File: src/rtl/pipe_latch_skid.sv
// -----------------------------------------------------------------------------
// pipe_latch_skid
//
// Generic pipeline latch placed between two pipeline stages. Each entry is a
// DATA_W payload plus a halt sideband bit. A 2-entry skid buffer (output
// register + skid register) sits behind a valid/ready handshake, so upstream
// back-pressure never loses data and o_ready never depends on i_ready or
// i_valid in the same cycle.
//
// Extra behaviour carried over from the fixed IF/ID latch:
//   - debug single-step gating (i_step=0 freezes every piece of state)
//   - flush-on-jump (i_flush discards both buffered entries)
// New behaviour:
//   - sticky o_halted once a halt entry has drained downstream
//   - optional saturating upstream stall counter
//
// Optional feature macro: STALL_CNT_EN
//   defined   -> o_stall_cnt counts upstream back-pressure cycles (saturating)
//   undefined -> counter logic absent, o_stall_cnt tied to 0
//
// Parameters:
//   DATA_W  payload width (>= 1)
//   CNT_W   stall counter width (>= 1)
//
// Ports:
//   clk          clock, rising edge
//   rst          synchronous reset, active-high
//   i_step       debug advance enable; 0 freezes all state
//   i_flush      discard all buffered entries
//   i_valid      upstream entry valid
//   o_ready      block can accept an entry this cycle
//   i_data       upstream payload
//   i_halt       upstream entry is the stop-pipe marker
//   o_valid      output entry valid
//   i_ready      downstream accepts the output entry
//   o_data       output payload (0 when o_valid=0)
//   o_halt       halt bit of the output entry (0 when o_valid=0)
//   o_halted     sticky: a halt entry has drained downstream
//   o_stall_cnt  upstream back-pressure cycle count
// -----------------------------------------------------------------------------
module pipe_latch_skid #(
  parameter int DATA_W = 64,
  parameter int CNT_W  = 16
) (
  input  logic              clk,
  input  logic              rst,
  input  logic              i_step,
  input  logic              i_flush,
  input  logic              i_valid,
  output logic              o_ready,
  input  logic [DATA_W-1:0] i_data,
  input  logic              i_halt,
  output logic              o_valid,
  input  logic              i_ready,
  output logic [DATA_W-1:0] o_data,
  output logic              o_halt,
  output logic              o_halted,
  output logic [CNT_W-1:0]  o_stall_cnt
);

  typedef enum logic [1:0] {
    ST_EMPTY = 2'd0,
    ST_ONE   = 2'd1,
    ST_FULL  = 2'd2
  } state_t;

  state_t            state_q, state_d;
  logic [DATA_W-1:0] out_data_q, out_data_d;
  logic              out_halt_q, out_halt_d;
  logic [DATA_W-1:0] skid_data_q, skid_data_d;
  logic              skid_halt_q, skid_halt_d;
  logic              halted_q, halted_d;

  logic              out_valid;
  logic              skid_valid;
  logic              in_fire;
  logic              out_fire;

  // Occupancy is fully encoded by the state; no separate valid flops.
  assign out_valid  = (state_q != ST_EMPTY);
  assign skid_valid = (state_q == ST_FULL);

  // Ready looks only at registered state and i_step, which breaks the
  // combinational ready path between neighbouring stages.
  assign o_ready  = i_step & ~skid_valid & ~halted_q;
  assign in_fire  = i_valid & o_ready;
  assign out_fire = out_valid & i_ready & i_step;

  assign o_valid  = out_valid;
  assign o_data   = out_data_q;
  assign o_halt   = out_halt_q;
  assign o_halted = halted_q;

  // ---------------------------------------------------------------------------
  // Next-state / datapath
  // ---------------------------------------------------------------------------
  always_comb begin
    state_d     = state_q;
    out_data_d  = out_data_q;
    out_halt_d  = out_halt_q;
    skid_data_d = skid_data_q;
    skid_halt_d = skid_halt_q;
    halted_d    = halted_q;

    if (i_step) begin
      // A drained halt entry still counts even when flushed in the same cycle.
      if (out_fire && out_halt_q) begin
        halted_d = 1'b1;
      end

      if (i_flush) begin
        state_d     = ST_EMPTY;
        out_data_d  = '0;
        out_halt_d  = 1'b0;
        skid_data_d = '0;
        skid_halt_d = 1'b0;
      end else begin
        unique case (state_q)
          ST_EMPTY: begin
            if (in_fire) begin
              state_d    = ST_ONE;
              out_data_d = i_data;
              out_halt_d = i_halt;
            end
          end
          ST_ONE: begin
            if (in_fire && out_fire) begin
              out_data_d = i_data;
              out_halt_d = i_halt;
            end else if (in_fire) begin
              state_d     = ST_FULL;
              skid_data_d = i_data;
              skid_halt_d = i_halt;
            end else if (out_fire) begin
              state_d    = ST_EMPTY;
              out_data_d = '0;
              out_halt_d = 1'b0;
            end
          end
          ST_FULL: begin
            // o_ready is low here, so only the drain side can move.
            if (out_fire) begin
              state_d     = ST_ONE;
              out_data_d  = skid_data_q;
              out_halt_d  = skid_halt_q;
              skid_data_d = '0;
              skid_halt_d = 1'b0;
            end
          end
          default: begin
            state_d     = ST_EMPTY;
            out_data_d  = '0;
            out_halt_d  = 1'b0;
            skid_data_d = '0;
            skid_halt_d = 1'b0;
          end
        endcase
      end
    end
  end

  // ---------------------------------------------------------------------------
  // State registers
  // ---------------------------------------------------------------------------
  always_ff @(posedge clk) begin
    if (rst) begin
      state_q     <= ST_EMPTY;
      out_data_q  <= '0;
      out_halt_q  <= 1'b0;
      skid_data_q <= '0;
      skid_halt_q <= 1'b0;
      halted_q    <= 1'b0;
    end else begin
      state_q     <= state_d;
      out_data_q  <= out_data_d;
      out_halt_q  <= out_halt_d;
      skid_data_q <= skid_data_d;
      skid_halt_q <= skid_halt_d;
      halted_q    <= halted_d;
    end
  end

`ifdef STALL_CNT_EN
  // ---------------------------------------------------------------------------
  // Upstream stall counter
  // ---------------------------------------------------------------------------
  logic [CNT_W-1:0] stall_cnt_q, stall_cnt_d;

  function automatic logic [CNT_W-1:0] sat_inc(input logic [CNT_W-1:0] v);
    if (&v) begin
      return v;
    end
    return v + CNT_W'(1);
  endfunction

  // Cycles lost to a permanent halt are not back-pressure and are not counted.
  always_comb begin
    stall_cnt_d = stall_cnt_q;
    if (i_step && i_valid && !o_ready && !halted_q) begin
      stall_cnt_d = sat_inc(stall_cnt_q);
    end
  end

  always_ff @(posedge clk) begin
    if (rst) begin
      stall_cnt_q <= '0;
    end else begin
      stall_cnt_q <= stall_cnt_d;
    end
  end

  assign o_stall_cnt = stall_cnt_q;
`else
  assign o_stall_cnt = '0;
`endif

endmodule

File: config.mk
export PLATFORM = sky130hd
export DESIGN_NAME = pipe_latch_skid
export DESIGN_NICKNAME = d
export VERILOG_FILES = /design/src/rtl/pipe_latch_skid.sv
export SDC_FILE = /design/constraint.sdc
export NUM_CORES = 1
export LEC_CHECK = 0
export CORE_UTILIZATION = 42
export DETAILED_ROUTE_END_ITERATION = 7
export GPL_TIMING_DRIVEN = 0
export PLACE_DENSITY = 0.7
export SLEW_MARGIN = 20
export SYNTH_ARGS = -nofsm -noshare
export SYNTH_HDL_FRONTEND = slang
export SYNTH_SLANG_ARGS = --single-unit
File: constraint.sdc
create_clock -name clk -period 5.3 [get_ports clk]
set_clock_uncertainty 0.05 [all_clocks]
set_input_delay 1.06 -clock clk [delete_from_list [all_inputs] [get_ports clk]]
set_output_delay 1.06 -clock clk [all_outputs]
set_load 0.02 [all_outputs]
==> results of run 1 <==
## cells in the mapped netlist, drive strengths merged, types with 2 or more instances
cell and instances:
a21oi 2, o21ai 67, mux2i 66, nor2 5, nor2b 2, nand2 70, o2bb2ai 65, clkbuf 36
nor4b 2, dfxtp 133, nand3b 67, buf 47, a22o 65
## power by group
part / total, mW / switching, mW / internal (mW)
clock: 1.10 / 0.413 / 0.683
combinational: 0.300 / 0.160 / 0.139
sequential: 1.03 / 0.0109 / 1.02
## critical path, cell delays in order, from the launching register on
cell and delay (ps):
dfxtp_1 360, clkbuf_1 410, buf_1 610, or2_2 260, clkdlybuf4s50_1 600
## per-layer routing
layer	global-route usage	part of all wire	up-vias
met4	0.0956	0.018	0
li1	-	-	2701
met2	0.368	0.46	183
met5	0	0	-
met1	0.303	0.46	2677
met3	0.0581	0.062	27
## worst max-delay path by stage
stage	endpoint	slack (ps)
global route	o_valid	1340
CTS	o_valid	1450
floorplan	o_ready	2300
detailed placement	skid_data_q[51]	1640
global placement	skid_data_q[51]	1710
finish	o_valid	1530
## final cells by class
type,count,area [um2],area share
Sequential cell,133,2660,0.319
Clock buffer,24,492,0.0589
Timing Repair Buffer,136,1360,0.163
Clock inverter,5,50.0,0.00599
Inverter,1,3.75,0.000449
Multi-Input combinational cell,440,3130,0.374
Buffer,83,434,0.0520
Tap cell,180,225,0.0270
## cell families after synthesis
logic type      synth area share
simple gates               0.140
mux                        0.107
other cells             0.000608
buf+inv                   0.0710
flops                      0.432
compound gates             0.250
## through the flow
step | area [um2] | power (mW) | worst slack (ps)
after floorplan | 6230 | 1.21 | 2300
after global placement | 7810 | 1.34 | 1710
after detailed placement | 7810 | 1.35 | 1640
final | 8350 | 2.43 | 1530
after CTS | 8350 | 2.44 | 1450
after global routing | 8350 | 2.51 | 1340
## flip-flops by register name, summed over array words and instances (netlist names)
| signal | flops |
|---|---|
| skid_halt_q | 1 |
| state_q | 2 |
| o_halt | 1 |
| o_halted | 1 |
| o_data | 64 |
| skid_data_q | 64 |
==> summary.md, run 1 <==
| Metric | Value |
|---|---|
| CTS root buffer | clkbuf_16 |
| Share of the synthesized area in the top cell type | 0.432 |
| Total of max-cap violations | 0 |
| H-tree Lvls | 4 |
| RSZ-0062 raised after global routing | no |
| Outcome | finished, final reports clean |
| Crit path time final | approximately 3800 ps |
| Synth area leader | dfxtp_1 |
| Final core area utilization | 0.593 |
| Residual DRC count | 0 |
| Register area share after synthesis | 0.432 |
| Initial antenna violation count | 0 |
| Maximum clock path buffer count | 2 |
| Antenna-violating nets left | 0 |
| GRT Overall Usage | 0.233 |
| Ys flop type | dfxtp_1 |
| Ys async rst share | 0 |
| Setup TNS Final | 0 ps |
| Global-route wire length before repair | about 27000 um |
| Initial core utilization | 0.438 |
| Worst setup path start | state_q[1] |
| FP Rows | 43 |
| IO Count | 155 |
| Core ar. | 0.0141 mm2 |
| Slew @ Worst Pin | roughly 780 ps |
| Final nets | approximately 880 |
| Hold path cells | 1 |
| PortBufs | approximately 140 |
| Most frequent cells in the layout | 136 x clkdlybuf4s50_1, 133 x dfxtp_1, 70 x nand2_1, 67 x nand3b_1, 67 x o21ai_0 |
| Avg WL per Cell | between 15 and 20 um |
| Reg clk slew, reported paths | approximately 60 ps |
| Critical Path AT | ~2700 ps |
| Req. time, crit path | 4190 ps |
| Netlist cell types | 31 |
| Inserted Diodes | 0 |
| Final non-filler cell total | approximately 1000 |
| Reg2reg path depth | 5 |
| Final Hold Violating Endpoints | 0 |
| Final setup violation count | 0 |
| DP HPWL | 12000 um |
| Die H | 123 um |
| Via Count | 5588 |
| Peak Freq | between 200 and 300 MHz |
| Cell count after placement | just under 1000 |
| Iter 0 DRT Violations | between 300 and 400 |
| Clock net sink count | 133 |
| Total congestion overflow | 0 |
| Routed vias/inst | around 5.6 |
| Worst reg2reg startpoint | o_halted |
| Die Area | 0.0152 mm2 |
| Post-Route WL | between 15000 and 20000 um |
| Postcts setup bufs | 0 |
| DR pass1 iterations | 6 |
| Largest net degree at the start of global routing | 17 |
| Endpoint, Worst Hold | o_data[53] |
| Avg Cell Area, Syn | just under 10 um2 |
| Max-slew violations | 0 |
| Period utilisation layout | 0.711 |
| Hold Startpoint | o_data[53] |
| Post-synthesis instance area | just over 0.006 mm2 |
| Pleak | ~2.8 nW |
| Reg-to-Reg End | skid_data_q[49] |
| Slew headroom | 0.475 |
| Max VDD drop | approximately 0.2 mV |
| Setup crit end kind | primary output |
| Synth area leaders | dfxtp_1 43%, mux2i_1 11%, a22o_1 9.2%, o2bb2ai_1 9.2%, nand3b_1 8.2% |
| Gp weighted congestion | a little over 0.8 |
| WS Path Type | flip-flop to primary output |
| Overall die width | 123 um |
| Number of synthesized register bits | around 130 |
| Peak fanout along the critical path | 10 |
| Leading cell type in the layout, fill and taps excluded | clkdlybuf4s50_1 |
| Clk_lat worst skew | between 400 and 500 ps |
| Layout cells sized above 1 | 0.0815 |
| Hold/Removal Path Class | flip-flop to flip-flop |
| Area Growth Syn to Fin | 35.4% |
| Final Hold Slack | between 400 and 500 ps |
| Hold buffers post-CTS | 0 |
| Num CTS Buffers | 17 |
| Post-synth EDFFs | 0 |
| Post-Syn Instances | between 600 and 700 |
| CP startpoint kind | flip-flop |
| Pwr Density | 290 mW/mm2 |
| Vias in the first global route | 5417 |
| Synth warnings | 0 |
| CTS tree | done |
| CTS resizes | 0 |
| Worst R2R Setup Slack | between 2000 and 3000 ps |
| FILL cells | approximately 1200 |
Power figures use the tool's default switching activity.
==> inputs of run 2 (changes only) <==
PLACE_DENSITY = 0.73   (was 0.7)
clock period = 3.1 ns   (was 5.3 ns; I/O delays follow)
==> run 2 against run 1 <==
- register-to-register slack lost 2200 ps
- critical path depth increased by 1
- non-clock buffer count did not move
- largest cell class unchanged
- flip-flop and latch count stayed put
- sequential share of layout area down 0.28 points
- critical endpoint is now o_ready
==> summary.md, run 2 (synthesis gave the netlist of run 1 again) <==
| Metric | Value |
|---|---|
| Total of max-cap violations | 0 (unchanged) |
| Final core area utilization | 0.598 (was 0.593) |
| Largest net degree at the start of global routing | 17 (unchanged) |
| Combinational share of power | 0.118 (was 0.124) |
| Inserted Diodes | 0 (unchanged) |
| Initial antenna violation count | 0 (unchanged) |
| WS Path Type | flip-flop to primary output (unchanged) |
| Clk_lat worst skew | 420 ps (about the same) |
| Placed cell area | 0.00781 mm2 (unchanged) |
| DP HPWL | 12000 um (about the same) |
| Post-route setup slack | 127 ps (was 1530 ps) |
| IO Count | 155 (unchanged) |
| Layout cells sized above 1 | 0.0898 (was 0.0815) |
| Die Area | 0.0152 mm2 (unchanged) |
| Max-slew violations | 0 (unchanged) |
| Hold/Removal Path Class | flip-flop to flip-flop (unchanged) |
| Clock net sink count | 133 (unchanged) |
| M1 GR Usage | 0.299 (was 0.303) |
| Final nets | 883 (unchanged) |
| Die H | 123 um (unchanged) |
| Final non-filler cell total | 1004 (was 1002) |
| Final Hold Violating Endpoints | 0 (unchanged) |
| Hold buffers post-CTS | 0 (unchanged) |
| Iter 0 DRT Violations | 361 (was 382) |
| Setup TNS Final | 0 ps (unchanged) |
| Peak Freq | between 300 and 400 MHz |
| Cell count after placement | 973 (unchanged) |
| FP Rows | 43 (unchanged) |
| GRT Overall Usage | 0.235 (was 0.233) |
| Vias in the first global route | 5430 (was 5417) |
| Area Growth Syn to Fin | 36.6% (was 35.4%) |
| Num CTS Buffers | 17 (unchanged) |
| Post-Route WL | 17300 um (about the same) |
| Switching Share | 0.236 (was 0.241) |
| Met2 Track Usage GR | 0.382 (was 0.368) |
| RSZ-0062 raised after global routing | no (unchanged) |
| Gp weighted congestion | 0.798 (was 0.813) |
| Leading cell type in the layout, fill and taps excluded | clkdlybuf4s50_1 (unchanged) |
| Residual DRC count | 0 (unchanged) |
| H-tree Lvls | 4 (unchanged) |
| CTS tree | done (unchanged) |
| Period utilisation layout | 0.959 |
| Slew headroom | 0.468 (was 0.475) |
| Global-route wire length before repair | 27400 um (was 27300 um) |
| CTS root buffer | clkbuf_16 (unchanged) |
| Routed vias/inst | 5.56 (was 5.58) |
| Final Hold Slack | 427 ps (was 425 ps) |
| Setup crit end kind | primary output (unchanged) |
| Critical Path AT | 2300 ps (was 2660 ps) |
| Peak fanout along the critical path | 10 (unchanged) |
| Pleak | 2.86 nW (was 2.82 nW) |
| Pint | 3.32 mW (was 1.84 mW) |
| Antenna-violating nets left | 0 (unchanged) |
| Core ar. | 0.0141 mm2 (unchanged) |
| Overall die width | 123 um (unchanged) |
| Pwr Density | 516 mW/mm2 (was 290 mW/mm2) |
| Tot Pwr | 4.35 mW (was 2.43 mW) |
| Postcts setup bufs | 0 (unchanged) |
| Maximum clock path buffer count | 2 (unchanged) |
| CP startpoint kind | flip-flop (unchanged) |
| Crit path time final | around 3000 ps |
| Sequential power share | 0.405 (was 0.425) |
| Max VDD drop | 0.347 mV (was 0.205 mV) |
| Most frequent cells in the layout | 136 x clkdlybuf4s50_1, 133 x dfxtp_1, 70 x nand2_1, 67 x nand3b_1, 67 x o21ai_0 (unchanged) |
| Final setup violation count | 0 (unchanged) |
| Clock power frac | 0.477 (was 0.452) |
| Total congestion overflow | 0 (unchanged) |
| Most Crowded Layer GR | met2 (unchanged) |
| Req. time, crit path | 2430 ps (was 4190 ps) |
| Via Count | 5583 (was 5588) |
| Avg WL per Cell | 17.3 um (was 17.2 um) |
| DR pass1 iterations | 5 (was 6) |
| PortBufs | 136 (unchanged) |
| Post-route cell area | 0.00843 mm2 (was 0.00835 mm2) |
| Outcome | finished, final reports clean (unchanged) |
| Reg clk slew, reported paths | 60 ps (about the same) |
| Slew @ Worst Pin | 788 ps (was 777 ps) |
| Place WS | -80.1 ps (was 1640 ps) |
| Initial core utilization | 0.438 (unchanged) |
| Switching power of the nets | 1.03 mW (was 0.584 mW) |
| GR Util met3 | 0.0637 (was 0.0581) |
[run 2: what timing repair did]
item / CTS / global route
endpoints found under the hold margin: 0 / 0
gates resized for setup: 4 / 0
endpoints found under the setup margin: 2 / 0
[run 2: final timing paths]
| path | start | end | slack, ps | depth (start not counted) |
|---|---|---|---|---|
| worst max-delay path | state_q[0] | o_ready | 130 | 5 |
| worst min-delay path | o_data[9] | o_data[9] | 430 | 1 |
| worst max register to register | o_halted | skid_data_q[50] | 640 | 5 |
| worst min register to register | o_data[9] | o_data[9] | 430 | 1 |
[run 2: power by group through the flow]
| stage | clock network, mW | logic [mW] | registers [mW] |
|---|---|---|---|
| after floorplan | 0 | 0.238 | 1.83 |
| after global routing | 2.18 | 0.553 | 1.76 |
| after CTS | 2.11 | 0.511 | 1.76 |
| after global placement | 0 | 0.498 | 1.80 |
| after detailed placement | 0 | 0.507 | 1.80 |
| final | 2.08 | 0.512 | 1.76 |
[run 2: worst max-delay path: stages (launching register included)]
cell,delay (ps)
dfxtp_1,390
buf_2,280
clkbuf_2,280
nor2b_1,70
nor3_1,210
clkdlybuf4s50_1,650
[run 2: routing by layer]
metal,share of wire,wire (um),up-vias
met5,0,0,-
met3,0.062,1070,21
met2,0.47,8230,171
met4,0.015,262,0
li1,-,-,2689
met1,0.45,7760,2702
[run 2: area by class of cell]
| cell class | count | area, um2 |
|---|---|---|
| timing repair buffer | 136 | 1360 |
| multi-input combinational | 440 | 3130 |
| buffer | 83 | 439 |
| tap | 180 | 225 |
| sequential | 133 | 2660 |
| fill | 1208 | 5670 |
| clock inverter | 8 | 123 |
| clock buffer | 23 | 488 |
| inverter | 1 | 3.75 |
==> inputs of run 3 (changes only) <==
PLACE_DENSITY = 0.7   (was 0.73)
SLEW_MARGIN = default   (was 20)
clock period = 3.25 ns   (was 3.1 ns; I/O delays follow)
==> run 3 against run 2 <==
- total power decreased by 9.1%
- via count decreased by 0.34%
- clock-buffer cell count increased by 1
- sequential share of layout area increased by 0.26 points
- critical path type unchanged
- largest cell class unchanged
- highest routed layer unchanged
==> summary.md, run 3 (synthesis gave the netlist of run 1 again) <==
| Metric | Value |
|---|---|
| Outcome | finished, final reports clean (unchanged) |
| CP peak stage delay | 650 ps (about the same) |
| Top delay family on crit path | buffers and inverters (unchanged) |
| Area Growth Syn to Fin | 35.5% (was 36.6%) |
| Crit path buf inv count | 3 (unchanged) |
| Combinational share of power | 0.124 (was 0.118) |
| Antenna-violating nets left | 0 (unchanged) |
| Switching power of the nets | 0.952 mW (was 1.03 mW) |
| DP HPWL | 12000 um (about the same) |
| Period utilisation layout | 0.916 |
| Reg clk slew, reported paths | 60 ps (about the same) |
| H-tree Lvls | 4 (unchanged) |
| Max VDD drop | 0.334 mV (was 0.347 mV) |
| Largest net degree at the start of global routing | 17 (unchanged) |
| Final Hold Violating Endpoints | 0 (unchanged) |
| Clock net sink count | 133 (unchanged) |
| Gp weighted congestion | 0.813 (was 0.798) |
| Slew @ Worst Pin | 783 ps (was 788 ps) |
| FP Rows | 43 (unchanged) |
| Max-slew violations | 0 (unchanged) |
| Post-Route WL | 17300 um (about the same) |
| Avg WL per Cell | 17.3 um (about the same) |
| Clk_lat worst skew | 420 ps (about the same) |
| Residual DRC count | 0 (unchanged) |
| Total of max-cap violations | 0 (unchanged) |
| Critical Path AT | 2280 ps (was 2300 ps) |
| Final setup violation count | 0 (unchanged) |
| Setup crit end kind | primary output (unchanged) |
| CTS tree | done (unchanged) |
| Slew headroom | 0.471 (was 0.468) |
| Final nets | 883 (unchanged) |
| Num CTS Buffers | 17 (unchanged) |
| DR pass1 iterations | 5 (unchanged) |
| Slowest-stage cell, CP | clkdlybuf4s50_1 (unchanged) |
| Pleak | 2.84 nW (was 2.86 nW) |
| Routed vias/inst | 5.55 (was 5.56) |
| Most frequent cells in the layout | 136 x clkdlybuf4s50_1, 133 x dfxtp_1, 70 x nand2_1, 67 x nand3b_1, 67 x o21ai_0 (unchanged) |
| Postcts setup bufs | 0 (unchanged) |
| Leading cell type in the layout, fill and taps excluded | clkdlybuf4s50_1 (unchanged) |
| Req. time, crit path | 2550 ps (was 2430 ps) |
| Maximum clock path buffer count | 2 (unchanged) |
| Die H | 123 um (unchanged) |
| Via Count | 5564 (was 5583) |
| Core ar. | 0.0141 mm2 (unchanged) |
| Sequential power share | 0.425 (was 0.405) |
| Vias in the first global route | 5417 (was 5430) |
| RSZ-0062 raised after global routing | no (unchanged) |
| Crit-path cells | buf_2, clkbuf_2, nor2b_1, nor3_1, clkdlybuf4s50_1 (unchanged) |
| Final core area utilization | 0.593 (was 0.598) |
| Peak Freq | 336 MHz |
| Pint | 3.00 mW (was 3.32 mW) |
| Initial antenna violation count | 0 (unchanged) |
| Initial core utilization | 0.438 (unchanged) |
| Tot Pwr | 3.96 mW (was 4.35 mW) |
| IO Count | 155 (unchanged) |
| Overall die width | 123 um (unchanged) |
| Clock power frac | 0.452 (was 0.477) |
| Die Area | 0.0152 mm2 (unchanged) |
| Iter 0 DRT Violations | 405 (was 361) |
| WS Path Type | flip-flop to primary output (unchanged) |
| FILL cells | 1243 (was 1208) |
| Inserted Diodes | 0 (unchanged) |
| Hold/Removal Path Class | flip-flop to flip-flop (unchanged) |
| Peak fanout along the critical path | 10 (unchanged) |
| Total congestion overflow | 0 (unchanged) |
| Crit path time final | ~3000 ps |
| CTS root buffer | clkbuf_16 (unchanged) |
| GRT Overall Usage | 0.233 (was 0.235) |
| CP startpoint kind | flip-flop (unchanged) |
| PortBufs | 136 (unchanged) |
| Global-route wire length before repair | 27300 um (was 27400 um) |
| Layout cells sized above 1 | 0.0864 (was 0.0898) |
| Switching Share | 0.241 (was 0.236) |
| Pwr Density | 473 mW/mm2 (was 516 mW/mm2) |
[run 3: cell count changes in the layout (fill, tap and decap cells not counted), sizes merged]
| cell | delta |
|---|---|
| clkinvlp | -3 |
| bufinv | -2 |
| clkinv | +2 |
| clkbuf | +1 |
[run 3: final cells by class]
class,count,area (um2),area share
Sequential cell,133,2660,0.319
Inverter,1,3.75,0.000449
Buffer,83,439,0.0525
Timing Repair Buffer,136,1360,0.163
Clock buffer,24,492,0.0588
Clock inverter,5,50.0,0.00599
Multi-Input combinational cell,440,3130,0.374
Tap cell,180,225,0.0269
[run 3: path summary, 6_finish.rpt]
kind / from / slack, ps / to / depth (start not counted)
max: state_q[0] / 270 / o_ready / 5
min reg2reg: o_data[53] / 420 / o_data[53] / 1
min: o_data[53] / 420 / o_data[53] / 1
max reg2reg: o_halted / 810 / skid_data_q[49] / 5
[run 3: routing by layer]
| layer | GRT usage | vias up | share of wire |
|---|---|---|---|
| met5 | 0 | - | 0 |
| li1 | - | 2698 | - |
| met2 | 0.368 | 176 | 0.46 |
| met1 | 0.303 | 2662 | 0.46 |
| met4 | 0.0956 | 0 | 0.019 |
| met3 | 0.0581 | 28 | 0.062 |
[run 3: timing repair]
action,in CTS,in global routing
hold buffers,0,0
endpoints found under the setup margin,2,2
gates resized for setup,2,4
cloned,0,0
pin swaps,0,0
[run 3: power groups by stage]
stage                     Combinational [mW]  Sequential, mW  Clock, mW
final                                  0.489            1.68       1.79
after global routing                   0.526            1.68       1.89
after global placement                 0.478            1.71          0
after CTS                              0.487            1.68       1.81
after detailed placement               0.485            1.71          0
after floorplan                        0.227            1.74          0
[run 3: stage by stage]
| stage | worst slack (ps) | cell area (um2) | TNS, ps | hold WS (ps) | cells |
|---|---|---|---|---|---|
| 2_1_floorplan | 1070 | 6230 | 0 | 407 | 657 |
| 3_3_place_gp | 71.6 | 7810 | 0 | 410 | 973 |
| 3_5_place_dp | -0.610 | 7810 | -0.610 | 416 | 973 |
| 4_1_cts | 90.9 | 8360 | 0 | 432 | 1002 |
| 5_1_grt | 131 | 8360 | 0 | 441 | 1002 |
| 6_report | 274 | 8360 | 0 | 425 | 1002 |
